### config.mk
export PLATFORM = sky130hd
export DESIGN_NAME = video_mono_filter
export DESIGN_NICKNAME = d
export VERILOG_FILES = /design/src/rtl/video_pkg.sv /design/src/rtl/luma_calc.sv /design/src/rtl/video_mono_filter.sv
export SDC_FILE = /design/constraint.sdc
export NUM_CORES = 1
export LEC_CHECK = 0
export BUFFER_PORTS_ARGS = -buffer_cell sky130_fd_sc_hd__buf_2
export CAP_MARGIN = 25
export CORE_ASPECT_RATIO = 0.5
export CORE_MARGIN = 10
export CORE_UTILIZATION = 58
export CTS_BUF_LIST = sky130_fd_sc_hd__clkbuf_4
export CTS_CLUSTER_DIAMETER = 120
export DETAILED_ROUTE_END_ITERATION = 10
export GPL_TIMING_DRIVEN = 0
export PLACE_DENSITY = 0.85
export SLEW_MARGIN = 20
export SYNTH_ARGS = -nofsm -noshare
export SYNTH_HDL_FRONTEND = slang
export SYNTH_SLANG_ARGS = --single-unit
### constraint.sdc
create_clock -name clk_vga -period 6.5 [get_ports clk_vga]
set_clock_uncertainty 0.15 [all_clocks]
set_input_delay 1.3 -clock clk_vga [delete_from_list [all_inputs] [get_ports clk_vga]]
set_output_delay 1.3 -clock clk_vga [all_outputs]
set_load 0.005 [all_outputs]
### src/rtl/video_pkg.sv
// Shared definitions for the video output path: mode codes, default BT.709
// luma coefficients (Q0.8) and the channel-maximum helper.
package video_pkg;

  localparam int unsigned MODE_W = 3;

  localparam logic [MODE_W-1:0] MODE_COLOUR     = 3'd0;
  localparam logic [MODE_W-1:0] MODE_GREEN      = 3'd1;
  localparam logic [MODE_W-1:0] MODE_AMBER      = 3'd2;
  localparam logic [MODE_W-1:0] MODE_WHITE      = 3'd3;
  localparam logic [MODE_W-1:0] MODE_TINT       = 3'd4;
  localparam logic [MODE_W-1:0] MODE_INV_COLOUR = 3'd5;
  localparam logic [MODE_W-1:0] MODE_INV_MONO   = 3'd6;

  // BT.709 coefficients scaled by 256; they sum to exactly 256.
  localparam int unsigned LUMA_KR = 54;
  localparam int unsigned LUMA_KG = 183;
  localparam int unsigned LUMA_KB = 19;

  // Largest value of a cw-bit colour channel, 2^cw - 1.
  function automatic int unsigned chan_max(input int unsigned cw);
    return (32'd1 << cw) - 32'd1;
  endfunction

endpackage

### src/rtl/luma_calc.sv
// Two-stage luma calculator: registers the pixel (S1), then forms
// Y = (R*KR + G*KG + B*KB) >> 8 with a saturating guard (S2).
// Ports: clk_vga/rst (sync, active-high); r_in/g_in/b_in source pixel;
// y_out luma; r_out/g_out/b_out the pixel delayed to stay aligned with y_out.
module luma_calc
  import video_pkg::*;
#(
  parameter int unsigned CW = 6,
  parameter int unsigned KR = LUMA_KR,
  parameter int unsigned KG = LUMA_KG,
  parameter int unsigned KB = LUMA_KB
) (
  input  logic          clk_vga,
  input  logic          rst,
  input  logic [CW-1:0] r_in,
  input  logic [CW-1:0] g_in,
  input  logic [CW-1:0] b_in,
  output logic [CW-1:0] y_out,
  output logic [CW-1:0] r_out,
  output logic [CW-1:0] g_out,
  output logic [CW-1:0] b_out
);

  localparam int unsigned PW = CW + 8;   // product width
  localparam int unsigned SW = CW + 10;  // sum of three products
  localparam int unsigned YW = CW + 2;   // sum >> 8, before clamp
  localparam int unsigned M  = chan_max(CW);

  logic [CW-1:0] r_s1, g_s1, b_s1;
  logic [PW-1:0] pr_c, pg_c, pb_c;
  logic [SW-1:0] sum_c;
  logic [YW-1:0] y_wide_c;
  logic [CW-1:0] y_c;

  // S1: register the source pixel
  always_ff @(posedge clk_vga) begin
    if (rst) begin
      r_s1 <= '0;
      g_s1 <= '0;
      b_s1 <= '0;
    end else begin
      r_s1 <= r_in;
      g_s1 <= g_in;
      b_s1 <= b_in;
    end
  end

  // Multiply-add-shift; the clamp only matters with mis-set coefficients
  always_comb begin
    pr_c     = PW'(r_s1) * PW'(KR);
    pg_c     = PW'(g_s1) * PW'(KG);
    pb_c     = PW'(b_s1) * PW'(KB);
    sum_c    = SW'(pr_c) + SW'(pg_c) + SW'(pb_c);
    y_wide_c = YW'(sum_c >> 8);
    if (y_wide_c > YW'(M)) begin
      y_c = CW'(M);
    end else begin
      y_c = y_wide_c[CW-1:0];
    end
  end

  // S2: register luma and the aligned pixel copy
  always_ff @(posedge clk_vga) begin
    if (rst) begin
      y_out <= '0;
      r_out <= '0;
      g_out <= '0;
      b_out <= '0;
    end else begin
      y_out <= y_c;
      r_out <= r_s1;
      g_out <= g_s1;
      b_out <= b_s1;
    end
  end

endmodule

### src/rtl/video_mono_filter.sv
// Pipelined monochrome/tint filter between the system video output and the
// VGA pins. Fixed 3-cycle latency for pixels, syncs and blank. Mode and tint
// are latched only on the vsync inactive-to-active edge so frames never tear.
// Ports: clk_vga/rst (sync, active-high); r_in/g_in/b_in, hsync_in, vsync_in,
// blank_in source video; mode_req, tint_r/g/b requested settings;
// r_out/g_out/b_out, hsync_out, vsync_out, blank_out filtered video;
// mode_active the mode currently applied.
module video_mono_filter
  import video_pkg::*;
#(
  parameter int unsigned CW        = 6,
  parameter int unsigned VSYNC_POL = 0,
  parameter int unsigned KR        = LUMA_KR,
  parameter int unsigned KG        = LUMA_KG,
  parameter int unsigned KB        = LUMA_KB
) (
  input  logic              clk_vga,
  input  logic              rst,
  input  logic [CW-1:0]     r_in,
  input  logic [CW-1:0]     g_in,
  input  logic [CW-1:0]     b_in,
  input  logic              hsync_in,
  input  logic              vsync_in,
  input  logic              blank_in,
  input  logic [MODE_W-1:0] mode_req,
  input  logic [CW-1:0]     tint_r,
  input  logic [CW-1:0]     tint_g,
  input  logic [CW-1:0]     tint_b,
  output logic [CW-1:0]     r_out,
  output logic [CW-1:0]     g_out,
  output logic [CW-1:0]     b_out,
  output logic              hsync_out,
  output logic              vsync_out,
  output logic              blank_out,
  output logic [MODE_W-1:0] mode_active
);

  localparam int unsigned M      = chan_max(CW);
  localparam logic [CW-1:0] MAXV = CW'(M);
  localparam logic SYNC_ACT      = (VSYNC_POL != 0);

  // (Y*t + Y) >> CW; t = max gives Y, t = 0 gives 0
  function automatic logic [CW-1:0] tint_ch(input logic [CW-1:0] y,
                                            input logic [CW-1:0] t);
    logic [2*CW-1:0] p;
    p = (2*CW)'(y) * ((2*CW)'(t) + (2*CW)'(1));
    return CW'(p >> CW);
  endfunction

  logic                vs_prev;
  logic                frame_edge_c;
  logic [CW-1:0]       tint_sh_r, tint_sh_g, tint_sh_b;

  logic [MODE_W-1:0]   mode_s1, mode_s2;
  logic [CW-1:0]       tint_s1_r, tint_s1_g, tint_s1_b;
  logic [CW-1:0]       tint_s2_r, tint_s2_g, tint_s2_b;
  logic [1:0]          hs_pipe, vs_pipe, bl_pipe;

  logic [CW-1:0]       y_s2, r_s2, g_s2, b_s2;
  logic [CW-1:0]       r_c, g_c, b_c;

  assign frame_edge_c = (vsync_in == SYNC_ACT) && (vs_prev != SYNC_ACT);

  // Frame-boundary latch of mode and tint
  always_ff @(posedge clk_vga) begin
    if (rst) begin
      vs_prev     <= ~SYNC_ACT;
      mode_active <= MODE_COLOUR;
      tint_sh_r   <= '1;
      tint_sh_g   <= '1;
      tint_sh_b   <= '1;
    end else begin
      vs_prev <= vsync_in;
      if (frame_edge_c) begin
        mode_active <= mode_req;
        tint_sh_r   <= tint_r;
        tint_sh_g   <= tint_g;
        tint_sh_b   <= tint_b;
      end
    end
  end

  luma_calc #(
    .CW (CW),
    .KR (KR),
    .KG (KG),
    .KB (KB)
  ) u_luma (
    .clk_vga (clk_vga),
    .rst     (rst),
    .r_in    (r_in),
    .g_in    (g_in),
    .b_in    (b_in),
    .y_out   (y_s2),
    .r_out   (r_s2),
    .g_out   (g_s2),
    .b_out   (b_s2)
  );

  // Mode/tint travel with each pixel so a mid-pipeline change never leaks in
  always_ff @(posedge clk_vga) begin
    if (rst) begin
      mode_s1   <= MODE_COLOUR;
      mode_s2   <= MODE_COLOUR;
      tint_s1_r <= '1;
      tint_s1_g <= '1;
      tint_s1_b <= '1;
      tint_s2_r <= '1;
      tint_s2_g <= '1;
      tint_s2_b <= '1;
      hs_pipe   <= {2{~SYNC_ACT}};
      vs_pipe   <= {2{~SYNC_ACT}};
      bl_pipe   <= 2'b11;
    end else begin
      mode_s1   <= mode_active;
      mode_s2   <= mode_s1;
      tint_s1_r <= tint_sh_r;
      tint_s1_g <= tint_sh_g;
      tint_s1_b <= tint_sh_b;
      tint_s2_r <= tint_s1_r;
      tint_s2_g <= tint_s1_g;
      tint_s2_b <= tint_s1_b;
      hs_pipe   <= {hs_pipe[0], hsync_in};
      vs_pipe   <= {vs_pipe[0], vsync_in};
      bl_pipe   <= {bl_pipe[0], blank_in};
    end
  end

  // S3 mode mux with blank forcing
  always_comb begin
    r_c = r_s2;
    g_c = g_s2;
    b_c = b_s2;
    case (mode_s2)
      MODE_GREEN: begin
        r_c = '0;
        g_c = y_s2;
        b_c = '0;
      end
      MODE_AMBER: begin
        r_c = y_s2;
        g_c = y_s2 >> 1;
        b_c = '0;
      end
      MODE_WHITE: begin
        r_c = y_s2;
        g_c = y_s2;
        b_c = y_s2;
      end
      MODE_TINT: begin
        r_c = tint_ch(y_s2, tint_s2_r);
        g_c = tint_ch(y_s2, tint_s2_g);
        b_c = tint_ch(y_s2, tint_s2_b);
      end
      MODE_INV_COLOUR: begin
        r_c = MAXV - r_s2;
        g_c = MAXV - g_s2;
        b_c = MAXV - b_s2;
      end
      MODE_INV_MONO: begin
        r_c = MAXV - y_s2;
        g_c = MAXV - y_s2;
        b_c = MAXV - y_s2;
      end
      default: ;
    endcase
    if (bl_pipe[1]) begin
      r_c = '0;
      g_c = '0;
      b_c = '0;
    end
  end

  // S3: output registers
  always_ff @(posedge clk_vga) begin
    if (rst) begin
      r_out     <= '0;
      g_out     <= '0;
      b_out     <= '0;
      hsync_out <= ~SYNC_ACT;
      vsync_out <= ~SYNC_ACT;
      blank_out <= 1'b1;
    end else begin
      r_out     <= r_c;
      g_out     <= g_c;
      b_out     <= b_c;
      hsync_out <= hs_pipe[1];
      vsync_out <= vs_pipe[1];
      blank_out <= bl_pipe[1];
    end
  end

endmodule

==> flow_summary.json, run 1 <==
{
  "ir_drop_v": 0.000255,
  "slew_violations": 0,
  "required_ns": 6.80,
  "status": "finished, final reports clean",
  "hold_violations": 0,
  "synthDominantCellAreaShare": 0.253,
  "crit_path_start_kind": "register",
  "place.gp.congestion": 0.933,
  "die_w_um": 210,
  "dpl.hpwl_mm": 19.8,
  "antenna_left": 0,
  "top_layer_used": "met4",
  "via_per_inst": 5.56,
  "clk_latency_ns": 0.54,
  "switchingPower_mw": 1.62,
  "area.growth.synth_to_final_pct": 10.6,
  "fin_area_mm2": 0.0115,
  "swShare": 0.451,
  "timing.fmax_mhz": 159,
  "share_seq_of_total_power": 0.249,
  "worstMarginPinSlew_ns": 0.774,
  "wl_met3_mm": 1.53,
  "path_cells": "ha_4 -> ha_1 -> fa_1 -> ha_4 -> a21oi_4 -> xnor2_4 -> fa_1 -> ha_4 -> o21a_1 -> o31a_1 -> a21oi_2 -> ha_1 -> ha_1 -> inv_1 -> fa_1 -> inv_1 -> ha_4 -> or3_1 -> a21oi_2 -> a31oi_4 -> a41o_1 -> nor2b_4 -> a311oi_2",
  "cts.sinks": 132,
  "synth_cells": 1144,
  "ys_seq_area_frac": 0.253,
  "slew_headroom": 0.484,
  "rrSetupSlack_ns": 0.20,
  "critPathKind": "register to register",
  "ys_ff_latch": 132,
  "wire_per_inst_um": 16.5,
  "grt_max_degree": 17,
  "die_area_mm2": 0.0241,
  "final_nets": 1497,
  "hold_buffers": 0,
  "crit_arrival_ns": 6.60,
  "grtUsageTotal": 0.202,
  "synth.top_cells.by_area": "dfxtp_1 25%, fa_1 18%, ha_1 15%",
  "grt_pass1_wl_mm": 40.3,
  "synth-main-ff-cell": "dfxtp_1",
  "port_buffers": 67,
  "r2r_start": "u_luma.r_s1[0]$_SDFF_PP0_",
  "synthArstFlopShare": 0,
  "synth_top_area_cell": "dfxtp_1",
  "die_h_um": 115,
  "clk_pin_slew_worst_paths_ns": 0.15,
  "fin_cells": 1481,
  "clock_path_buffers": 2,
  "drt_pass1_iterations": 5,
  "cts_root_buf": "clkbuf_4",
  "start_util": 0.596,
  "synth_edf_count": 0,
  "fin_util": 0.659,
  "min_from": "tint_s1_r[5]$_SDFF_PP1_",
  "netlist_area_mm2": 0.0104,
  "holdWs_ns": 0.261,
  "fin_crit_sh": 0.969,
  "dr_wl_met2_mm": 12.5,
  "dpl_cell_area_mm2": 0.0111,
  "setup_viol": 0,
  "post_synth.cell_area_avg_um2": 9.13,
  "pwr-share-clk": 0.151,
  "yosysUniqueCellTypes": 61,
  "path_max_fanout": 5,
  "cts_max_level": 4,
  "fill_cells": 1358,
  "cts_tree": "yes",
  "internal_power_mw": 1.97,
  "rows": 34,
  "dp_cells": 1445,
  "vias": 8227,
  "grt_pass1_vias": 8571,
  "drive_gt1_frac": 0.148,
  "antenna_found_initial": 1,
  "slowest_stage": "fa_1",
  "drt_iter0_drc": 688,
  "cts_buffers": 17,
  "p_leak_nw": 5.60,
  "grt-ovfl-total": 0,
  "synth_nets": 1408,
  "hold_class": "register to register",
  "drt-met1-wl_mm": 9.96,
  "post-route-min-period_ns": 6.30,
  "drt_wl_total_mm": 24.5,
  "p_per_area_mw_per_mm2": 311,
  "cpPeakStageDelay_ns": 0.58,
  "io_pins": 68,
  "core_area_mm2": 0.0175,
  "drc": 0,
  "worstSetupEndpointType": "register",
  "power_frac_comb": 0.600,
  "max_cap_violations": 0,
  "yosys_warnings": 0,
  "cp-startpoint": "u_luma.r_s1[0]$_SDFF_PP0_",
  "crit_top_cell": "ha_4"
}
cell usage in the layout, fill, tap and decap left out, types with 6 or more instances in the layout:
master    Yosys  routed
clkbuf_1     36      36
ha_4          0       7
nand2_1     122     122
xor2_1       15      15
a21o_1       12      12
dfxtp_1     132     126
or2_2        45      45
a221oi_1      6       6
nor2_1       43      43
inv_1       141     141
a21oi_1      39      36
xnor2_1      40      39
nand2b_1      7       7
inv_8         0       6
nor3_1        7       6
clkbuf_4      0      17
nor2b_1      50      50
buf_2         6      73
nand3_1      21      21
ha_1        128     121
a211oi_1      8       8
mux2i_1      24      24
o22ai_1       8       8
fa_1         92      92
o21ai_0      41      41
and2_1       35      35
and3_1       12      12
metrics by stage:
step	worst slack [ns]	TNS [ns]	power [mW]
6_report	0.200	0	3.59
3_5_place_dp	-0.183	-0.661	2.87
5_1_grt	-0.0289	-0.0289	3.92
4_1_cts	0.0149	0	3.43
2_1_floorplan	0.425	0	2.42
3_3_place_gp	-0.0295	-0.0299	2.78
final cells by class:
class / count / area (um^2) / share of cell area
flip-flops and latches: 132 / 2660 / 0.230
diodes: 1 / 2.50 / 0.000217
plain buffers: 46 / 188 / 0.0163
multi-input cells: 823 / 7230 / 0.626
inverters: 143 / 537 / 0.0465
repair buffers: 70 / 358 / 0.0310
well taps: 234 / 293 / 0.0254
clock inverters: 15 / 150 / 0.0130
clock buffers: 17 / 128 / 0.0111
timing repair:
action	4_1_cts	5_1_grt
cloned	0	0
setup endpoints to repair	6	6
setup buffers	1	2
pin swaps	2	14
resized for setup	4	23
worst paths after layout:
check                                to  depth (start not counted)
max          u_luma.y_out[4]$_SDFF_PP0_                         23
min             tint_s2_r[5]$_SDFF_PP1_                          1
max reg2reg  u_luma.y_out[4]$_SDFF_PP0_                         23
min reg2reg     tint_s2_r[5]$_SDFF_PP1_                          1
cell families (layout without fill, tap and decap cells):
kind of cell	count (synthesis)	after routing	synth area share
flip-flops	132	132	0.253
AO/OA/AOI/OAI	165	165	0.104
adder cells (fa/ha/maj)	220	220	0.330
multiplexers	24	24	0.0230
AND/OR/NAND/NOR	359	359	0.175
other	0	1	0
buffers and inverters	189	291	0.0694
XOR/XNOR	55	55	0.0461
worst max-delay path, delay by kind of cell (launching register included):
family                   cells  cell delay (ns)
AND/OR/NAND/NOR              2             0.50
XOR/XNOR                     1             0.15
adder cells (fa/ha/maj)     10             3.48
AO/OA/AOI/OAI                8             1.39
flip-flops                   1             0.41
buffers and inverters        2             0.11
power groups by stage:
stage	combinational [mW]	sequential [mW]	clock (mW)
final	2.15	0.895	0.540
after global routing	2.44	0.899	0.582
after CTS	1.99	0.893	0.546
after detailed placement	1.96	0.911	0
after global placement	1.87	0.910	0
after floorplan	1.52	0.896	0
cell usage after synthesis, types with 15 or more instances:
master / n
clkbuf_1: 36
inv_1: 141
mux2i_1: 24
or2_2: 45
nand2_1: 122
ha_1: 128
and2_1: 35
nand3_1: 21
fa_1: 92
dfxtp_1: 132
xor2_1: 15
nor2_1: 43
a21oi_1: 39
xnor2_1: 40
nor2b_1: 50
o21ai_0: 41
metal layers:
metal / global-route usage / up-vias
li1: - / 3935
met2: 0.374 / 266
met1: 0.232 / 3974
met4: 0.0648 / 0
met5: 0 / -
met3: 0.0395 / 52
Note: power is estimated with default switching activity, not from simulation.
==> inputs of run 2 (changes only) <==
--- a/config.mk
+++ b/config.mk
@@ -15,7 +15,7 @@
 export DETAILED_ROUTE_END_ITERATION = 10
 export GPL_TIMING_DRIVEN = 0
 export PLACE_DENSITY = 0.85
-export SLEW_MARGIN = 20
 export SYNTH_ARGS = -nofsm -noshare
 export SYNTH_HDL_FRONTEND = slang
+export SYNTH_HIERARCHICAL = 1
 export SYNTH_SLANG_ARGS = --single-unit
==> run 2 against run 1 <==
  * First-iteration DRC count decreased by 12%
  * Sequential power hardly changed
  * Via count shrank 2.0%
  * Clock power is 8.3% lower
  * Sequential share of layout area shrank 0.20 points
  * Non-clock buffer count shrank 5
  * Die area increased by 2.2%
  * Total power is 14% lower
  * Critical endpoint is now u_luma/y_out[0]$_SDFF_PP0_
  * Largest cell class unchanged
==> flow_summary.json, run 2 <==
{
  "hold_violations": 0,
  "mostFrequentLayoutCells": "181 x inv_1, 132 x dfxtp_1, 120 x ha_1",
  "yosys_warnings": 6,
  "cts_tree": "yes",
  "slew_violations": 0,
  "antenna_left": 0,
  "rows": 34,
  "switchingPower_mw": 1.36,
  "antenna_cells": 0,
  "cts.sinks": 132,
  "drc": 0,
  "crit_arrival_ns": 6.49,
  "holdWs_ns": 0.261,
  "slew_headroom": 0.463,
  "p_leak_nw": 5.65,
  "netlist_area_mm2": 0.0107,
  "share_seq_of_total_power": 0.290,
  "worstMarginPinSlew_ns": 0.800,
  "ys_seq_area_frac": 0.247,
  "port_buffers": 67,
  "cts_resized": 0,
  "ir_drop_v": 0.000274,
  "area.growth.synth_to_final_pct": 8.21,
  "final_common_cell": "inv_1",
  "worst_slack_ns": 0.262,
  "grt-ovfl-total": 0,
  "cts_buffers": 17,
  "fill_cells": 1382,
  "grt_pass1_wl_mm": 41.0,
  "synth_nets": 1392,
  "cts_root_buf": "clkbuf_4",
  "postCtsSetupRepairBufs": 0,
  "fin_crit_sh": 0.960,
  "final_nets": 1478,
  "antenna_found_initial": 0,
  "pwr-share-clk": 0.161,
  "cts_max_level": 4,
  "synth.top_cells.by_area": "dfxtp_1 25%, fa_1 19%, ha_1 14%",
  "clk_pin_slew_worst_paths_ns": 0.13,
  "r2r_cells": 21,
  "yosysUniqueCellTypes": 72,
  "r2r-end": "u_luma/y_out[0]$_SDFF_PP0_",
  "rsz0062_at_grt": "false",
  "synthDominantCellAreaShare": 0.247,
  "grt_pass1_vias": 8557,
  "vias": 8059,
  "via_per_inst": 5.52,
  "hold_depth": 1,
  "required_ns": 6.75,
  "crit_family": "adder cells",
  "status": "finished, final reports clean",
  "path_buf_inv": 4,
  "clock_path_buffers": 2,
  "dpl.hpwl_mm": 20.5,
  "drt_iter0_drc": 604,
  "die_area_mm2": 0.0246,
  "crit_top_cell": "ha_1",
  "path_max_fanout": 5,
  "post-route-min-period_ns": 6.24,
  "wire_per_inst_um": 17.1,
  "core_area_mm2": 0.0177,
  "max_cap_violations": 0,
  "timing.fmax_mhz": 160,
  "internal_power_mw": 1.71,
  "clk_latency_ns": 0.54,
  "r2r_start": "u_luma/r_s1[0]$_SDFF_PP0_",
  "hold_buffers": 0,
  "drt_wl_total_mm": 25.0,
  "tns_ns": 0,
  "drt_pass1_iterations": 6,
  "power_mw": 3.07,
  "setup_viol": 0,
  "synth_commonest_cells": "181 x inv_1, 132 x dfxtp_1, 120 x ha_1, 117 x nor2b_1, 101 x fa_1",
  "die_w_um": 212,
  "synth_edf_count": 0,
  "critPathKind": "register to register",
  "hold_class": "register to register",
  "yosysMostFrequentCell": "inv_1",
  "swShare": 0.443,
  "power_frac_comb": 0.548,
  "synth_cells": 1127,
  "slowest_stage": "fa_1",
  "min_from": "tint_s1_b[4]$_SDFF_PP1_",
  "drive_gt1_frac": 0.147,
  "synth-main-ff-cell": "dfxtp_1",
  "p_per_area_mw_per_mm2": 266,
  "worstSetupEndpointType": "register",
  "synth_top_area_cell": "dfxtp_1",
  "dp_slack_ns": 0.391,
  "synthArstFlopShare": 0,
  "grtUsageTotal": 0.208,
  "post_synth.cell_area_avg_um2": 9.49,
  "rrSetupSlack_ns": 0.26,
  "crit_path_start_kind": "register",
  "hold_end": "tint_s2_b[4]$_SDFF_PP1_",
  "start_util": 0.603,
  "ys_ff_latch": 132,
  "die_h_um": 116,
  "io_pins": 68,
  "place.gp.congestion": 0.917,
  "cpPeakStageDelay_ns": 0.54,
  "grt_max_degree": 17,
  "path_cells": "ha_1 -> ha_1 -> fa_1 -> ha_1 -> a21oi_1 -> xnor2_1 -> ha_1 -> inv_1 -> fa_1 -> inv_1 -> fa_1 -> inv_1 -> fa_1 -> inv_1 -> ha_1 -> a21oi_2 -> o21ai_1 -> or4_1 -> o21ba_4 -> a31oi_4 -> a21oi_1"
}
==> run 2: cell count changes in the layout (fill, tap and decap cells not counted), moves of 11 or more <==
cell	change
o21ai_0	-11
mux2i_1	-16
nor2_1	-23
xnor2_1	-20
xor2_1	+11
and2_1	+12
inv_1	+40
nor2b_1	+67
nand2_1	-91
a211o_1	+20
==> run 2: worst reg2reg max path, cell delays in order, from the launching register on <==
cell and delay, ns:
dfxtp_1 0.52, ha_1 0.32, ha_1 0.30, fa_1 0.47, ha_1 0.35, a21oi_1 0.28, xnor2_1 0.17, ha_1 0.17
inv_1 0.05, fa_1 0.48, inv_1 0.05, fa_1 0.50, inv_1 0.07, fa_1 0.54, inv_1 0.05, ha_1 0.33
a21oi_2 0.15, o21ai_1 0.11, or4_1 0.46, o21ba_4 0.24, a31oi_4 0.25, a21oi_1 0.10
==> run 2: worst max-delay path by stage <==
stage | endpoint | slack [ns] | depth (start not counted) | from
5_1_grt | u_luma/y_out[2]$_SDFF_PP0_ | 0.002 | 22 | u_luma/r_s1[0]$_SDFF_PP0_
2_1_floorplan | u_luma/y_out[0]$_SDFF_PP0_ | 0.83 | 22 | u_luma/r_s1[2]$_SDFF_PP0_
4_1_cts | u_luma/y_out[0]$_SDFF_PP0_ | 0.32 | 21 | u_luma/r_s1[0]$_SDFF_PP0_
3_5_place_dp | u_luma/y_out[3]$_SDFF_PP0_ | 0.39 | 18 | u_luma/r_s1[0]$_SDFF_PP0_
6_report | u_luma/y_out[0]$_SDFF_PP0_ | 0.26 | 21 | u_luma/r_s1[0]$_SDFF_PP0_
3_3_place_gp | u_luma/y_out[3]$_SDFF_PP0_ | 0.43 | 18 | u_luma/r_s1[0]$_SDFF_PP0_
==> run 2: cell families after synthesis <==
kind of cell | after synthesis | synth area share
xor gates and xnor gates | 45 | 0.0368
DFF | 132 | 0.247
buffers and inverters | 226 | 0.0833
adders and majority gates | 221 | 0.329
muxes | 8 | 0.00748
and+or+nand+nor | 330 | 0.183
AOI/OAI and AO/OA | 165 | 0.113
==> run 2: routing by layer <==
metal / vias to the layer above / part of all wire / track usage
met2: 263 / 0.48 / 0.368
li1: 3842 / - / -
met5: - / 0 / 0
met4: 0 / 0.028 / 0.0709
met3: 61 / 0.060 / 0.0412
met1: 3893 / 0.43 / 0.251
==> run 2: layout make-up <==
cell class	count	area, um^2	share of cell area
buffer	44	208	0.0179
timing repair buffer	67	335	0.0290
tap	234	293	0.0253
clock buffer	17	128	0.0110
multi-input combinational	769	7170	0.619
inverter	182	683	0.0590
clock inverter	15	123	0.0106
sequential	132	2640	0.228
==> run 2: power groups by stage <==
stage / Clock (mW) / Sequential (mW) / Combinational [mW]
after CTS: 0.502 / 0.892 / 1.67
after detailed placement: 0 / 0.910 / 1.65
after global routing: 0.535 / 0.898 / 1.90
final: 0.495 / 0.893 / 1.69
after global placement: 0 / 0.908 / 1.54
after floorplan: 0 / 0.896 / 1.24
==> run 2: metrics by stage <==
step / cell area (um^2) / util / cells
after floorplan: 10700 / - / 1127
after global placement: 11300 / 0.639 / 1428
after detailed placement: 11300 / 0.639 / 1428
after CTS: 11600 / 0.653 / 1460
after global routing: 11600 / 0.653 / 1460
final: 11600 / 0.653 / 1460
==> inputs of run 3 (changes only) <==
--- a/config.mk
+++ b/config.mk
@@ -15,6 +15,7 @@
 export DETAILED_ROUTE_END_ITERATION = 10
 export GPL_TIMING_DRIVEN = 0
 export PLACE_DENSITY = 0.85
+export SETUP_SLACK_MARGIN = 0.3
 export SYNTH_ARGS = -nofsm -noshare
 export SYNTH_HDL_FRONTEND = slang
 export SYNTH_HIERARCHICAL = 1
==> run 3 against run 2 <==
  * Register-to-register slack better by 0.23 ns
  * Sequential share of layout area down 0.098 points
  * Non-clock buffer count unchanged
  * Via count up 0.19%
  * First-iteration DRC count down 3.3%
  * Critical endpoint is now u_luma/y_out[1]$_SDFF_PP0_
  * Largest cell class unchanged
  * Largest power group unchanged
  * Highest routed layer unchanged
==> flow_summary.json, run 3 (synthesis results as in run 2) <==
{
  "status": "finished, final reports clean",
  "antenna_found_initial": 0,
  "die_area_mm2": 0.0246,
  "fill_cells": 1363,
  "dpl_cell_area_mm2": 0.0113,
  "tns_ns": 0,
  "drive_gt1_frac": 0.156,
  "worstSetupEndpointType": "register",
  "hold_class": "register to register",
  "critPathKind": "register to register",
  "die_h_um": 116,
  "wire_per_inst_um": 17.3,
  "final_nets": 1478,
  "grt_pass1_vias": 8557,
  "pwr-share-clk": 0.158,
  "rows": 34,
  "crit_arrival_ns": 6.26,
  "grt_max_degree": 17,
  "worstMarginPinSlew_ns": 0.774,
  "fin_util": 0.657,
  "antenna_cells": 0,
  "mostFrequentLayoutCells": "181 x inv_1, 129 x dfxtp_1, 118 x ha_1",
  "grt_pass1_wl_mm": 41.0,
  "fin_cells": 1460,
  "cts.sinks": 132,
  "drc": 0,
  "core_area_mm2": 0.0177,
  "crit_path_start_kind": "register",
  "power_frac_comb": 0.557,
  "switchingPower_mw": 1.41,
  "hold_violations": 0,
  "grtUsageTotal": 0.208,
  "dpl.hpwl_mm": 20.5,
  "start_util": 0.603,
  "drt_pass1_iterations": 5,
  "via_per_inst": 5.53,
  "timing.fmax_mhz": 167,
  "area.growth.synth_to_final_pct": 8.93,
  "share_seq_of_total_power": 0.285,
  "r2r_cells": 22,
  "clock_path_buffers": 2,
  "slew_headroom": 0.480,
  "hold_depth": 1,
  "clk_pin_slew_worst_paths_ns": 0.13,
  "max_cap_violations": 0,
  "drt_iter0_drc": 584,
  "io_pins": 68,
  "setup_viol": 0,
  "clk_latency_ns": 0.54,
  "cts_tree": "yes",
  "path_max_fanout": 5,
  "cts_max_level": 4,
  "p_per_area_mw_per_mm2": 269,
  "die_w_um": 212,
  "swShare": 0.448,
  "fin_crit_sh": 0.924,
  "place.gp.congestion": 0.917,
  "cts_buffers": 17,
  "drt_wl_total_mm": 25.2,
  "post-route-min-period_ns": 6.00,
  "cts_root_buf": "clkbuf_4",
  "p_leak_nw": 5.66,
  "final_common_cell": "inv_1",
  "internal_power_mw": 1.73,
  "port_buffers": 67,
  "ir_drop_v": 0.000290,
  "postCtsSetupRepairBufs": 0,
  "antenna_left": 0,
  "rsz0062_at_grt": "false",
  "vias": 8074,
  "fin_area_mm2": 0.0117,
  "slew_violations": 0,
  "grt-ovfl-total": 0,
  "dp_cells": 1428,
  "required_ns": 6.76
}
run 3: cell count changes in the layout (fill, tap and decap cells not counted), moves of 2 or more:
| cell | delta |
|---|---|
| ha_1 | -2 |
| a21oi_2 | +2 |
| dfxtp_2 | +2 |
| dfxtp_1 | -3 |
| a21oi_1 | -3 |
run 3: what timing repair did:
action,4_1_cts,5_1_grt
gates resized for setup,0,15
setup endpoints to repair,0,6
hold buffers,0,0
run 3: area by class of cell:
| type | count | area, um^2 | share of cell area |
|---|---|---|---|
| clock inverters | 15 | 123 | 0.0105 |
| clock buffers | 17 | 128 | 0.0109 |
| well taps | 234 | 293 | 0.0251 |
| repair buffers | 67 | 335 | 0.0288 |
| plain buffers | 44 | 208 | 0.0178 |
| inverters | 182 | 683 | 0.0586 |
| flip-flops and latches | 132 | 2650 | 0.227 |
| multi-input cells | 769 | 7240 | 0.621 |
run 3: through the flow:
step	setup WS (ns)	total power, mW	hold WS, ns
floorplan	0.830	2.13	0.239
global route	0.282	3.39	0.276
CTS	0.315	3.06	0.261
global placement	0.434	2.45	0.243
finish	0.496	3.14	0.261
detailed placement	0.391	2.56	0.244
run 3: worst paths after layout:
check,start,endpoint,slack (ns)
worst min register to register,tint_s1_b[4]$_SDFF_PP1_,tint_s2_b[4]$_SDFF_PP1_,0.26
worst max register to register,u_luma/r_s1[2]$_SDFF_PP0_,u_luma/y_out[1]$_SDFF_PP0_,0.50
worst max-delay path,u_luma/r_s1[2]$_SDFF_PP0_,u_luma/y_out[1]$_SDFF_PP0_,0.50
worst min-delay path,tint_s1_b[4]$_SDFF_PP1_,tint_s2_b[4]$_SDFF_PP1_,0.26
run 3: power groups by stage:
stage	sequential (mW)	combinational, mW	clock, mW
detailed placement	0.910	1.65	0
finish	0.893	1.75	0.496
global placement	0.908	1.54	0
global route	0.898	1.96	0.535
CTS	0.892	1.67	0.502
floorplan	0.896	1.24	0
run 3: per-layer routing:
| layer | GRT usage | vias up | wire, um |
|---|---|---|---|
| li1 | - | 3837 | - |
| met1 | 0.251 | 3923 | 11000 |
| met2 | 0.368 | 256 | 12300 |
| met3 | 0.0412 | 58 | 1310 |
| met4 | 0.0709 | 0 | 679 |
| met5 | 0 | - | 0 |
run 3: worst max-delay path, stage by stage, from the launching register on:
cell     delay (ns)
dfxtp_2        0.38
ha_1           0.32
inv_1          0.06
fa_1           0.46
fa_1           0.54
inv_1          0.07
ha_4           0.26
xnor2_2        0.16
ha_1           0.17
inv_1          0.05
fa_1           0.48
inv_1          0.05
fa_1           0.50
inv_1          0.07
fa_1           0.54
inv_1          0.05
ha_1           0.34
a21oi_2        0.17
o21ai_2        0.09
or4_1          0.45
o21ba_4        0.24
a31oi_4        0.20
a21oi_1        0.10
